--- config.mk ---
export PLATFORM = sky130hd
export DESIGN_NAME = spi_arbiter
export DESIGN_NICKNAME = d
export VERILOG_FILES = /design/src/rtl/spi_arbiter.sv
export SDC_FILE = /design/constraint.sdc
export NUM_CORES = 1
export LEC_CHECK = 0
export CAP_MARGIN = 15
export CORE_AREA = 2 2 88 90
export DETAILED_ROUTE_END_ITERATION = 10
export DIE_AREA = 0 0 90 92
export PLACE_DENSITY = 0.82
export SYNTH_ARGS = -nofsm -noshare
export SYNTH_HDL_FRONTEND = slang
export SYNTH_SLANG_ARGS = --single-unit
export TNS_END_PERCENT = 1
--- constraint.sdc ---
create_clock -name clk -period 2.2 [get_ports clk]
set_input_delay 0.33 -clock clk [delete_from_list [all_inputs] [get_ports clk]]
set_output_delay 0.33 -clock clk [all_outputs]
set_load 0.02 [all_outputs]
--- src/rtl/spi_arbiter.sv ---
// spi_arbiter: round-robin arbiter sharing one SPI master among NREQ requesters.
// Ports:
//   clk, reset          - clock, asynchronous active-high reset
//   req, req_data       - per-requester request level and packed TX words
//   gnt, done, err      - one-hot grant, per-requester completion pulse, timeout pulse
//   rsp_data            - RX word of the last completed transaction
//   m_start, m_data_in  - start and TX word towards the SPI master
//   m_busy, m_cs_n,
//   m_data_out          - SPI master status and RX word
//   dev_cs_n            - per-device chip selects (active-low), steered by gnt
module spi_arbiter #(
    parameter int unsigned NREQ       = 4,
    parameter int unsigned DATALENGTH = 16,
    parameter int unsigned TIMEOUT    = 1023
) (
    input  logic                         clk,
    input  logic                         reset,
    input  logic [NREQ-1:0]              req,
    input  logic [NREQ*DATALENGTH-1:0]   req_data,
    output logic [NREQ-1:0]              gnt,
    output logic [NREQ-1:0]              done,
    output logic                         err,
    output logic [DATALENGTH-1:0]        rsp_data,
    output logic                         m_start,
    output logic [DATALENGTH-1:0]        m_data_in,
    input  logic                         m_busy,
    input  logic                         m_cs_n,
    input  logic [DATALENGTH-1:0]        m_data_out,
    output logic [NREQ-1:0]              dev_cs_n
);

    localparam int unsigned IDX_W = (NREQ > 1) ? $clog2(NREQ) : 1;
    localparam int unsigned CNT_W = (TIMEOUT > 1) ? $clog2(TIMEOUT + 1) : 1;

    typedef enum logic [1:0] {
        S_IDLE  = 2'd0,
        S_START = 2'd1,
        S_XFER  = 2'd2,
        S_DRAIN = 2'd3
    } state_t;

    state_t                 state_q, state_d;
    logic [IDX_W-1:0]       last_q, last_d;
    logic [CNT_W-1:0]       cnt_q, cnt_d;

    logic [NREQ-1:0]        gnt_d, done_d;
    logic                   err_d, m_start_d;
    logic [DATALENGTH-1:0]  rsp_d, mdi_d;

    logic [DATALENGTH-1:0]  req_word [NREQ];
    logic                   req_any;
    logic [IDX_W-1:0]       sel_idx;
    int unsigned            cand;
    logic                   timeout_hit;
    logic                   xfer_fin;

    // Unpack the flat request bus into per-requester words
    for (genvar g = 0; g < NREQ; g++) begin : g_slice
        assign req_word[g] = req_data[g*DATALENGTH +: DATALENGTH];
    end

    // Round-robin search: first set req bit at or after last_q+1, wrapping
    always_comb begin
        req_any = 1'b0;
        sel_idx = '0;
        cand    = 0;
        for (int unsigned i = 0; i < NREQ; i++) begin
            cand = (32'(last_q) + 32'd1 + i) % NREQ;
            if (!req_any && req[IDX_W'(cand)]) begin
                req_any = 1'b1;
                sel_idx = IDX_W'(cand);
            end
        end
    end

    // Counter is at TIMEOUT-1 in the cycle whose closing edge would reach TIMEOUT
    assign timeout_hit = (cnt_q == CNT_W'(TIMEOUT - 1));
    // Master still busy but chip select released: the word is complete
    assign xfer_fin    = m_busy && m_cs_n;

    // Chip select steering follows the live grant
    assign dev_cs_n = ~gnt | {NREQ{m_cs_n}};

    // State register and registered outputs
    always_ff @(posedge clk or posedge reset) begin
        if (reset) begin
            state_q   <= S_IDLE;
            last_q    <= IDX_W'(NREQ - 1);
            cnt_q     <= '0;
            gnt       <= '0;
            done      <= '0;
            err       <= 1'b0;
            m_start   <= 1'b0;
            m_data_in <= '0;
            rsp_data  <= '0;
        end else begin
            state_q   <= state_d;
            last_q    <= last_d;
            cnt_q     <= cnt_d;
            gnt       <= gnt_d;
            done      <= done_d;
            err       <= err_d;
            m_start   <= m_start_d;
            m_data_in <= mdi_d;
            rsp_data  <= rsp_d;
        end
    end

    // Next-state logic
    always_comb begin
        state_d = state_q;
        case (state_q)
            S_IDLE:  if (req_any) state_d = S_START;
            S_START: begin
                if (timeout_hit)  state_d = S_DRAIN;
                else if (m_busy)  state_d = S_XFER;
            end
            S_XFER: begin
                if (xfer_fin || timeout_hit) state_d = S_DRAIN;
            end
            S_DRAIN: if (!m_busy) state_d = S_IDLE;
            default: state_d = S_IDLE;
        endcase
    end

    // Output / datapath next values
    always_comb begin
        gnt_d     = gnt;
        done_d    = '0;
        err_d     = 1'b0;
        m_start_d = m_start;
        rsp_d     = rsp_data;
        mdi_d     = m_data_in;
        last_d    = last_q;
        cnt_d     = cnt_q;
        case (state_q)
            S_IDLE: begin
                m_start_d = 1'b0;
                if (req_any) begin
                    gnt_d     = NREQ'(1) << sel_idx;
                    mdi_d     = req_word[sel_idx];
                    last_d    = sel_idx;
                    m_start_d = 1'b1;
                    cnt_d     = '0;
                end
            end
            S_START: begin
                if (timeout_hit) begin
                    err_d     = 1'b1;
                    m_start_d = 1'b0;
                end else begin
                    cnt_d = cnt_q + CNT_W'(1);
                end
            end
            S_XFER: begin
                // A completed word takes priority over a coincident timeout
                if (xfer_fin) begin
                    rsp_d     = m_data_out;
                    done_d    = gnt;
                    m_start_d = 1'b0;
                end else if (timeout_hit) begin
                    err_d     = 1'b1;
                    m_start_d = 1'b0;
                end else begin
                    cnt_d = cnt_q + CNT_W'(1);
                end
            end
            S_DRAIN: begin
                m_start_d = 1'b0;
                if (!m_busy) gnt_d = '0;
            end
            default: begin
                gnt_d     = '0;
                m_start_d = 1'b0;
            end
        endcase
    end

endmodule

After elaboration in Yosys (flattened, before gate mapping)
Cells that the tools add are included.
{ "word_totals": {"output_inout_bits": 46, "wordCells": 89, "regBits": 56, "in_bits": 88} }
{ "classes": {"shifts": 1, "mux": 41, "reduce_logical": 16, "n_addsub": 5, "magnitude_cmp": 5, "bitwise_logic": 3, "eq_ne": 9} }
{ "ops": {"columns": ["cell", "count"], "rows": [
  ["$bmux W16 S2", 1],
  ["$mux W16", 2],
  ["$mux W10", 3],
  ["$pmux W10 S3", 1],
  ["$mux W2", 9],
  ["$mux W4", 4],
  ["$mux W1", 13],
  ["$lt A2 B3 Y1 const B", 4],
  ["$add A10 B1 Y10 const B", 1],
  ["$eq A10 B10 Y1 const B", 1],
  ["$bmux W1 S2", 4],
  ["$ne A2 B2 Y1 const B", 4],
  ["$pmux W2 S4", 1],
  ["$pmux W4 S2", 1],
  ["$reduce_and A3 Y1", 2],
  ["$add A2 B1 Y2 const B", 2],
  ["$add A2 B2 Y2 const B", 2],
  ["$eq A2 B2 Y1 const B", 2],
  ["$logic_and A1 B1 Y1", 4],
  ["$not A4 Y4", 1],
  ["$or A4 B4 Y4", 1],
  ["$pmux W1 S4", 1],
  ["$reduce_and A2 Y1", 2],
  ["$reduce_and A4 Y1", 1],
  ["other kinds (11)", 13]
]} }

Depth between registers and ports, before layout
Gate-level depths: netlist of the first run.
{ "depth": {"word_depth": 17, "ltp_mapped": 9} }

Worst setup path before layout of the first run
No wires, ideal clock.
{ "synth_timing": {"kind": "reg2reg", "startpoint": "register state_q[0]", "endpoint": "register cnt_q[9]", "period_less_slack_ns": 1.994, "arrival_ns": 1.916, "path_stages_with_launch": 10, "path_slack_ns": 0.206, "t_required_ns": 2.122, "path_cell_list": "dfrtp_1 > inv_1 > ha_1 > clkbuf_2 > nor2_1 > a211oi_4 > nand2_2 > buf_2 > or3_1 > a21oi_1"} }
{ "synth_between": {"elab_chain_cells": 3, "word_cells_on_any_way": 8, "classes_between": "eq/ne: 4; mux: 1; reduce/logical: 3"} }
{ "synth_lines": {"columns": ["element", "line_no", "rtl"], "rows": [
  ["start, declared", "42", "state_t state_q, state_d;"],
  ["start signal, assigned", "97", "state_q <= state_d;"],
  ["$eq A2 B2 Y1, or another cell as far along", "136", "case (state_q)"],
  ["$ne A2 B2 Y1 (no line) / $reduce_bool A3 Y1 (equally long branches)", null, null],
  ["$reduce_and A3 Y1 (no line)", null, null],
  ["end signal, assigned", "99", "cnt_q <= cnt_d;"],
  ["end, declared", "44", "logic [CNT_W-1:0] cnt_q, cnt_d;"]
]} }
Several ways; a longest one is shown, not always the timed one.
A chain may end at the register's enable or synchronous reset.

Worst setup path after layout of the first run
{ "layout_timing": {"startpoint": "input m_cs_n", "endpoint": "output dev_cs_n[1]"} }
{ "layout_between": {"elab_chain_cells": 1} }
{ "layout_lines": {"columns": ["element", "line_no", "rtl"], "rows": [
  ["start, declared", "27", "input logic m_cs_n,"],
  ["$or A4 B4 Y4", "82", "assign dev_cs_n = ~gnt | {NREQ{m_cs_n}};"],
  ["end, declared", "29", "output logic [NREQ-1:0] dev_cs_n"]
]} }
Every way passes these cells.

==> impl_metrics.ini, run 1 <==
[placement]
place_area_sq_um = 4624
dp_hpwl_um = 6406
port_buffers = 133
dp_slack_ns = -0.05623
gp_congestion = 0.8508

[global_route]
busiest_layer = met2
met3_usage_pct = 4.191
use_met1_pct = 24.76
grt_pass1_wl_um = 13500
grt_use_met2_pct = 34.40
gr-total-overflow = 0
grt_max_degree = 35
grt_use_total_pct = 19.84
antenna_found_initial = 0
grt_pass1_vias = 2824

[setup_path]
cp_data_arrival_time_ns = 1.73
crit_buf_inv = 2
critical-path-top-delay-family = buffers and inverters
crit_path_top_delay_cell = clkdlybuf4s50_1
cpMostUsedCell = clkdlybuf4s50_1
cp_max_fo = 7
end_kind = output pin
slowest_delay_ns = 0.63
timing.critical_path.cells = clkdlybuf4s50_1 > nand2b_1 > clkdlybuf4s50_1
required_ns = 1.87
worst_setup_path_start_kind = input port
path_class = input port to output pin

[layout]
drive_gt1_share_pct = 14.68
n_antenna_cell = 0
final_nets = 529
syn2layout_area_growth_pct = 52.86
fillCellCount = 626
stdcell_area_sq_um = 4718

[timing]
maxSlewViolCount = 0
worst_pin_slew_ns = 0.4869
finalHoldViolCount = 0
holdWs_ns = 0.3382
fmax_ghz = 0.4844
rsz0062_at_grt = yes
period_share_pct = 93.83
clock_skew_ns = 0.009767
slew_headroom_pct = 67.49
period_needed_ns = 2.064
setup_viol = 0
finalWorstSetupSlack_ns = 0.1357

[synthesis]
yosys_warnings = 0
synth_edf_count = 0
syn_area_sq_um = 3087
syn_nets = 389
async_flop_share_pct = 100.0
yosysSeqAreaShare_pct = 45.48
synth_cell_types = 48
synth-seq-cells = 56
avgSynthCellArea_sq_um = 10.46
syn_inst = 295
synthFlopType = dfrtp_1

[routing]
vias = 2829
vias_per_cell = 5.258
drt_iter0_drc = 81
drc = 0
post_drt_wl_per_cell_um = 15.30
ant_nets = 0
wirelength_um = 8231
drtPass1Iterations = 5

[pwr]
p_per_area_nw_per_um2 = 1188
ir_worst_vdd_v = 0.0005287
leakage_nw = 1.987
p_total_mw = 5.605

[clock_tree]
cts_tree = yes
post_cts_buffers = 0
clk_pin_slew_worst_paths_ns = 0.11
cts_resized = 0
clock_latency_ns = 0.31
h-tree-depth = 2
cts_buffer_depth = 2
root_buffer = clkbuf_8
ctsHoldBuffers = 0
cts_made_buffers = 5
cts.sinks = 56

[floorplanning]
core-area_sq_um = 7447
die-area_sq_um = 8280
die_h_um = 92
num_rows = 32
die_x_um = 90
initial_core_util_pct = 41.45
io_pins = 134

[run]
drv_cap = 0

[status]
status = completed

[worst_hold_path]
hold_class = input port to async pin
==> layout make-up <==
class	instances	area, sq um	area share (%)
timing repair buffer	149	1501	31.82
clock buffer	5	68.82	1.458
clock inverter	3	25.02	0.5304
tap	102	127.6	2.705
multi-input combinational	200	1505	31.90
inverter	23	86.33	1.830
sequential	56	1404	29.75
==> where the power goes <==
group | total, mW | leakage (nW) | internal (mW) | switching (mW)
combinational | 3.30 | 1.25 | 1.61 | 1.69
sequential | 1.72 | 0.687 | 1.45 | 0.270
clock | 0.589 | 0.0452 | 0.233 | 0.356
==> state kept, by name, summed over array words and instances (netlist names), 2 cells and up <==
signal,flops
m_data_in,16
state_q,2
rsp_data,16
done,4
cnt_q,10
last_q,2
gnt,4
==> layer usage <==
| layer | vias up | wire, um |
|---|---|---|
| li1 | 1349 | - |
| met1 | 1360 | 3459 |
| met2 | 105 | 4160 |
| met3 | 15 | 403 |
| met4 | 0 | 208 |
| met5 | - | 0 |
==> cells by family (layout without fill, tap and decap cells) <==
kind of cell    after synthesis  after routing  share of synthesized area [%]
simple gates                 81             81                          13.99
compound gates               77             77                          20.11
flops                        56             56                          45.48
buf+inv                      39            180                          5.796
mux                          33             33                          11.35
fa+ha+maj                     6              6                          2.432
xor+xnor                      3              3                         0.8514
==> Yosys cell counts, types with 2 or more instances <==
| library cell | n | area, sq um |
|---|---|---|
| a31oi_1 | 17 | 106.4 |
| nor3_1 | 2 | 10.01 |
| nand2b_1 | 6 | 37.54 |
| mux2i_1 | 17 | 170.2 |
| nand2_1 | 10 | 37.54 |
| and2_1 | 6 | 37.54 |
| or3_1 | 3 | 18.77 |
| dfstp_2 | 2 | 52.55 |
| inv_1 | 23 | 86.33 |
| a21oi_1 | 4 | 20.02 |
| nand2_2 | 2 | 12.51 |
| xor2_1 | 3 | 26.28 |
| nor2b_1 | 3 | 18.77 |
| ha_1 | 6 | 75.07 |
| mux2_2 | 16 | 180.2 |
| dfrtp_1 | 54 | 1351 |
| nand4_1 | 6 | 37.54 |
| buf_4 | 2 | 15.01 |
| o21ai_0 | 8 | 40.04 |
| buf_2 | 4 | 20.02 |
| clkbuf_1 | 7 | 26.28 |
| a211oi_1 | 22 | 165.2 |
| nand3_1 | 4 | 20.02 |
| nor2_1 | 25 | 93.84 |
| and3_1 | 6 | 37.54 |
| a211oi_2 | 10 | 125.1 |
| a22o_1 | 5 | 43.79 |
| o21ai_4 | 2 | 32.53 |
==> metrics by stage <==
stage / util, % / std cells / setup TNS (ns)
global route: 63.36 / 538 / -0.007558
detailed placement: 62.10 / 530 / -0.6355
CTS: 63.36 / 538 / 0
finish: 63.36 / 538 / 0
global placement: 62.10 / 530 / 0
floorplan: - / 295 / 0
==> path summary, 6_finish.rpt <==
path	from	depth (start not counted)	slack [ns]	endpoint
worst max-delay path	m_cs_n	3	0.14	dev_cs_n[1]
worst min-delay path	reset	2	0.34	rsp_data[6]$_DFFE_PP0P_
worst max register to register	state_q[1]$_DFFE_PP0P_	7	0.21	m_data_in[9]$_DFFE_PP0P_
worst min register to register	rsp_data[0]$_DFFE_PP0P_	1	0.51	rsp_data[0]$_DFFE_PP0P_
max in group asynchronous	reset	3	1.24	last_q[1]$_DFFE_PP1P_
min in group clk	rsp_data[0]$_DFFE_PP0P_	1	0.51	rsp_data[0]$_DFFE_PP0P_
==> layout by cell type, fill, tap and decap left out, types with 5 or more instances in the layout <==
cell             Yosys  layout
a211oi_1            22      22
a211oi_2            10      10
a22o_1               5       5
a31oi_1             17      17
and2_1               6       6
and3_1               6       5
buf_4                2      12
clkbuf_8             0       5
clkdlybuf4s50_1      0     133
dfrtp_1             54      54
ha_1                 6       6
inv_1               23      22
mux2_2              16      16
mux2i_1             17      17
nand2_1             10      10
nand2b_1             6       6
nand4_1              6       6
nor2_1              25      25
o21ai_0              8       8
Note: power is estimated with default switching activity, not from simulation.
==> inputs of run 2 (changes only) <==
--- a/config.mk
+++ b/config.mk
@@ -6,9 +6,9 @@
 export NUM_CORES = 1
 export LEC_CHECK = 0
 export CAP_MARGIN = 15
-export CORE_AREA = 2 2 88 90
+export CORE_AREA = 3 3 89 91
 export DETAILED_ROUTE_END_ITERATION = 10
-export DIE_AREA = 0 0 90 92
+export DIE_AREA = 0 0 92 94
 export PLACE_DENSITY = 0.82
 export SYNTH_ARGS = -nofsm -noshare
 export SYNTH_HDL_FRONTEND = slang
==> impl_metrics.ini, run 2 (same netlist as run 1, synthesis figures left out) <==
[timing]
clock_skew_ns = 0.004466
finalWorstSetupSlack_ns = 0.1802
maxSlewViolCount = 0
rsz0062_at_grt = no
setup_viol = 0
fmax_ghz = 0.4951
slew_headroom_pct = 73.94
period_share_pct = 91.81
finalHoldViolCount = 0
period_needed_ns = 2.020
holdWs_ns = 0.3805
worst_pin_slew_ns = 0.3895

[setup_path]
timing.rr.start = state_q[0]$_DFFE_PP0P_
end_kind = output pin
cp_max_fo = 7
worst_setup_path_start_kind = input port
reg2reg_slack_ns = 0.18
required_ns = 1.87
crit_buf_inv = 2
critical-path-top-delay-family = buffers and inverters
crit_start = m_cs_n
crit_path_top_delay_cell = clkdlybuf4s50_1
rr_worst_depth = 7
path_depth = 3
path_class = input port to output pin
cp_data_arrival_time_ns = 1.69
slowest_delay_ns = 0.62
r2r_end = m_data_in[9]$_DFFE_PP0P_
timing.critical_path.cells = clkdlybuf4s50_1 > nand2b_1 > clkdlybuf4s50_1
cpMostUsedCell = clkdlybuf4s50_1
cp-endpoint = dev_cs_n[1]

[floorplanning]
core-area_sq_um = 7214
die_x_um = 92
die_h_um = 94
die-area_sq_um = 8648
num_rows = 31
io_pins = 134
initial_core_util_pct = 42.79

[clock_tree]
root_buffer = clkbuf_8
post_cts_buffers = 0
ctsHoldBuffers = 0
cts_made_buffers = 5
cts.sinks = 56
cts_buffer_depth = 2
cts_tree = yes
h-tree-depth = 2
clock_latency_ns = 0.31
cts_resized = 0
clk_pin_slew_worst_paths_ns = 0.11

[layout]
n_antenna_cell = 0
stdcell_area_sq_um = 4695
syn2layout_area_growth_pct = 52.09
fillCellCount = 578
final_common_cell = clkdlybuf4s50_1
drive_gt1_share_pct = 14.48
top_regs = m_data_in x16, rsp_data x16, cnt_q x10
most-common-layout-cells = clkdlybuf4s50_1 (133), dfrtp_1 (54), nor2_1 (25)
final_cells = 534
final_nets = 528

[placement]
dp_cells = 526
dp_hpwl_um = 6325
port_buffers = 133
place_area_sq_um = 4601
dp_slack_ns = -0.05095
gp_congestion = 0.7963

[routing]
wirelength_um = 8433
drtPass1Iterations = 4
ant_nets = 0
drc = 0
drt_iter0_drc = 118
vias = 2834
post_drt_wl_per_cell_um = 15.79
vias_per_cell = 5.307

[pwr]
combinationalPowerShare_pct = 58.6
leakage_nw = 1.977
p_seq_share_pct = 30.8
internal_power_mw = 3.256
power.switching_mw = 2.327
p_clk_share_pct = 10.6
ir_worst_vdd_v = 0.0005846
p_per_area_nw_per_um2 = 1189
p_total_mw = 5.583
switching_share_pct = 41.69

[global_route]
grt_use_total_pct = 19.56
grt_pass1_wl_um = 13790
grt_max_degree = 57
antenna_found_initial = 0
gr-total-overflow = 0
grt_pass1_vias = 2746

[run]
drv_cap = 0

[worst_hold_path]
hold_class = input port to async pin

[status]
status = completed
## run 2: changes by cell type in the layout (fill, tap and decap cells not counted)
cell,delta
buf_12,-1
## run 2: metal layers
metal	routed length [um]	share of wire (%)	track usage [%]
met1	3529	42	25.53
met4	136	1.6	5.198
met2	4284	51	33.52
met3	483	5.7	3.606
met5	0	0	0
## run 2: metrics by stage
| stage | util, % | TNS (ns) |
|---|---|---|
| 5_1_grt | 65.07 | 0 |
| 3_3_place_gp | 63.77 | 0 |
| 4_1_cts | 65.07 | 0 |
| 2_1_floorplan | - | 0 |
| 3_5_place_dp | 63.77 | -0.1858 |
| 6_report | 65.07 | 0 |
## run 2: tightest hold or removal path, cell delays in order
cell             delay (ns)
clkdlybuf4s50_1        0.41
inv_2                  0.07
buf_12                 0.28
## run 2: worst min path at each step
| stage | start | slack, ns | depth (start not counted) | end |
|---|---|---|---|---|
| after floorplan | last_q[0]$_DFFE_PP1P_ | 0.48 | 2 | last_q[0]$_DFFE_PP1P_ |
| after global placement | rsp_data[11]$_DFFE_PP0P_ | 0.49 | 1 | rsp_data[11]$_DFFE_PP0P_ |
| after detailed placement | rsp_data[4]$_DFFE_PP0P_ | 0.49 | 1 | rsp_data[4]$_DFFE_PP0P_ |
| after CTS | reset | 0.39 | 3 | done[2]$_DFF_PP0_ |
| after global routing | reset | 0.39 | 3 | cnt_q[6]$_DFFE_PP0P_ |
| final | reset | 0.38 | 3 | cnt_q[6]$_DFFE_PP0P_ |
## run 2: final cells by class
cell class              count  area (sq um)  share of cell area [%]
clock buffers               5         68.82                   1.466
clock inverters             3         25.02                  0.5330
inverters                  23         86.33                   1.839
multi-input cells         200          1505                   32.06
flip-flops and latches     56          1404                   29.90
well taps                  99         123.9                   2.639
repair buffers            148          1481                   31.56
## run 2: power groups by stage
stage               logic (mW)  registers [mW]  clock network [mW]
floorplan                 1.56            2.09                   0
finish                    3.27            1.72               0.593
global placement          3.21            1.72                   0
global route              3.51            1.77               0.651
CTS                       3.28            1.72               0.616
detailed placement        3.28            1.74                   0
==> inputs of run 3 (changes only) <==
--- a/config.mk
+++ b/config.mk
@@ -5,11 +5,12 @@
 export SDC_FILE = /design/constraint.sdc
 export NUM_CORES = 1
 export LEC_CHECK = 0
+export ABC_AREA = 1
 export CAP_MARGIN = 15
-export CORE_AREA = 3 3 89 91
+export CORE_AREA = 3 3 92 94
 export DETAILED_ROUTE_END_ITERATION = 10
-export DIE_AREA = 0 0 92 94
-export PLACE_DENSITY = 0.82
+export DIE_AREA = 0 0 95 97
+export PLACE_DENSITY = 0.83
 export SYNTH_ARGS = -nofsm -noshare
 export SYNTH_HDL_FRONTEND = slang
 export SYNTH_SLANG_ARGS = --single-unit
==> impl_metrics.ini, run 3 <==
[status]
status = completed

[timing]
maxSlewViolCount = 0
setup_viol = 0
finalWorstSetupSlack_ns = 0.06315
clock_skew_ns = 0.01500
period_needed_ns = 2.137
slew_headroom_pct = 74.04
rsz0062_at_grt = yes
fmax_ghz = 0.4680
finalSetupTns_ns = 0
finalHoldViolCount = 0
worst_pin_slew_ns = 0.3858
period_share_pct = 97.13

[routing]
vias = 3718
drtPass1Iterations = 5
ant_nets = 0
drc = 0
vias_per_cell = 5.150
post_drt_wl_per_cell_um = 14.70
wirelength_um = 10610
drt_iter0_drc = 223

[pwr]
switching_share_pct = 48.81
p_seq_share_pct = 21.4
power.switching_mw = 3.847
ir_worst_vdd_v = 0.001152
leakage_nw = 2.548
combinationalPowerShare_pct = 69.4
p_per_area_nw_per_um2 = 1509
internal_power_mw = 4.034
p_clk_share_pct = 9.2

[clock_tree]
cts_made_buffers = 5
cts.sinks = 56
clk_pin_slew_worst_paths_ns = 0.11
root_buffer = clkbuf_8
h-tree-depth = 2
ctsHoldBuffers = 0
cts_tree = yes
clock_latency_ns = 0.31
cts_buffer_depth = 2

[synthesis]
synth_area_leaders = dfrtp_1 (39%), nand2_1 (24%), nand3_1 (7.2%)
async_flop_share_pct = 100.0
yosysSeqAreaShare_pct = 40.29
avgSynthCellArea_sq_um = 7.260
synth-seq-cells = 56
synth_cell_types = 31
synth_common_cells = nand2_1 (223), dfrtp_1 (54), nand3_1 (50), inv_1 (33)
synth_top_area_cell = dfrtp_1
synthFlopType = dfrtp_1
synth_edf_count = 0
syn_nets = 574
syn_inst = 480
synth.most_common_cell = nand2_1
yosys_warnings = 0
synth.top_cell.area_share_pct = 38.78
syn_area_sq_um = 3485

[layout]
seq_area_sq_um = 1404
fillCellCount = 604
final_common_cell = nand2_1
final_nets = 713
n_antenna_cell = 0
most-common-layout-cells = nand2_1 (220), clkdlybuf4s50_1 (133), dfrtp_1 (54)
drive_gt1_share_pct = 12.42
top_regs = m_data_in x16, rsp_data x16, cnt_q x10
syn2layout_area_growth_pct = 49.91
multi_input_area_sq_um = 1841

[setup_path]
path_class = flip-flop to flip-flop
required_ns = 2.47
worst_setup_path_start_kind = flip-flop
cp_max_fo = 9
end_kind = flip-flop
cp_data_arrival_time_ns = 2.40

[global_route]
antenna_found_initial = 0
grt_max_degree = 57
grt_pass1_vias = 3513
grt_pass1_wl_um = 16280
grt_use_total_pct = 21.79
gr-total-overflow = 0

[floorplanning]
die_h_um = 97
initial_core_util_pct = 45.09
core-area_sq_um = 7727
num_rows = 32
io_pins = 134
die_x_um = 95
die-area_sq_um = 9215

[placement]
port_buffers = 133
gp_congestion = 0.9093
dp_hpwl_um = 7234
dp_slack_ns = -0.1404

[worst_hold_path]
hold_class = input port to async pin

[run]
drv_cap = 0
[run 3: worst paths after layout]
path	from	end	slack [ns]	depth (start not counted)
min	reset	done[3]$_DFF_PP0_	0.38	3
max	last_q[0]$_DFFE_PP1P_	m_data_in[3]$_DFFE_PP0P_	0.06	15
min reg2reg	m_data_in[12]$_DFFE_PP0P_	m_data_in[12]$_DFFE_PP0P_	0.49	2
max reg2reg	last_q[0]$_DFFE_PP1P_	m_data_in[3]$_DFFE_PP0P_	0.06	15
min in group clk	m_data_in[12]$_DFFE_PP0P_	m_data_in[12]$_DFFE_PP0P_	0.49	2
max in group asynchronous	reset	last_q[0]$_DFFE_PP1P_	1.54	3
[run 3: worst max-delay path: stages, from the launching register on]
cell and delay, ns:
dfstp_2 0.61, buf_6 0.15, nand2_1 0.08, nand3_1 0.13
nand2_2 0.09, nor2_4 0.16, nand4_4 0.12, buf_12 0.17
nand3_4 0.09, buf_6 0.14, nand2_1 0.05, nand2_1 0.06
nand2_1 0.05, nand2_1 0.07, nand2_1 0.05, nand2_1 0.06
[run 3: logic make-up (layout without fill, tap and decap cells)]
family / count (synthesis) / in the layout / synth area share, %
XOR/XNOR: 3 / 3 / 0.7542
AND/OR/NAND/NOR: 312 / 314 / 38.20
flip-flops: 56 / 56 / 40.29
adder cells (fa/ha/maj): 6 / 6 / 2.154
buffers and inverters: 58 / 196 / 8.761
multiplexers: 16 / 16 / 5.170
AO/OA/AOI/OAI: 29 / 29 / 4.668
[run 3: area by class of cell]
type | count | share of cell area, %
clock buffer | 6 | 1.581
clock inverter | 2 | 0.7425
inverter | 37 | 2.754
multi-input combinational | 368 | 35.23
sequential | 56 | 26.87
tap | 102 | 2.443
timing repair buffer | 151 | 30.37
[run 3: routing by layer]
layer  routed length [um]  up-vias  global-route usage [%]
met5                    0        -                       0
met4                  212        0                   7.214
met3                  698       19                   4.121
met2                 5507      151                   38.23
met1                 4195     1742                   26.36
li1                     -     1806                       -
[run 3: timing repair]
item | in CTS | in global routing
pin swaps | 0 | 5
gates cloned | 0 | 5
endpoints found under the setup margin | 18 | 33
resized for setup | 2 | 22
setup buffers | 0 | 6
[run 3: power groups by stage]
stage               registers [mW]  clock network (mW)  logic [mW]
floorplan                     2.04                   0        3.21
global placement              1.68                   0        4.80
detailed placement            1.70                   0        4.92
CTS                           1.69               0.734        4.96
global route                  1.73               0.782        6.05
finish                        1.69               0.726        5.47
[run 3: through the flow]
| stage | util [%] | instance area (sq um) | power [mW] | std cells | hold WS (ns) |
|---|---|---|---|---|---|
| 6_report | 67.60 | 5224 | 7.881 | 722 | 0.3779 |
| 2_1_floorplan | - | 3485 | 5.245 | 480 | 0.4806 |
| 5_1_grt | 67.60 | 5224 | 8.560 | 722 | 0.3874 |
| 4_1_cts | 64.78 | 5006 | 7.377 | 711 | 0.3800 |
| 3_5_place_dp | 63.18 | 4882 | 6.622 | 703 | 0.4666 |
| 3_3_place_gp | 63.18 | 4882 | 6.485 | 703 | 0.4650 |
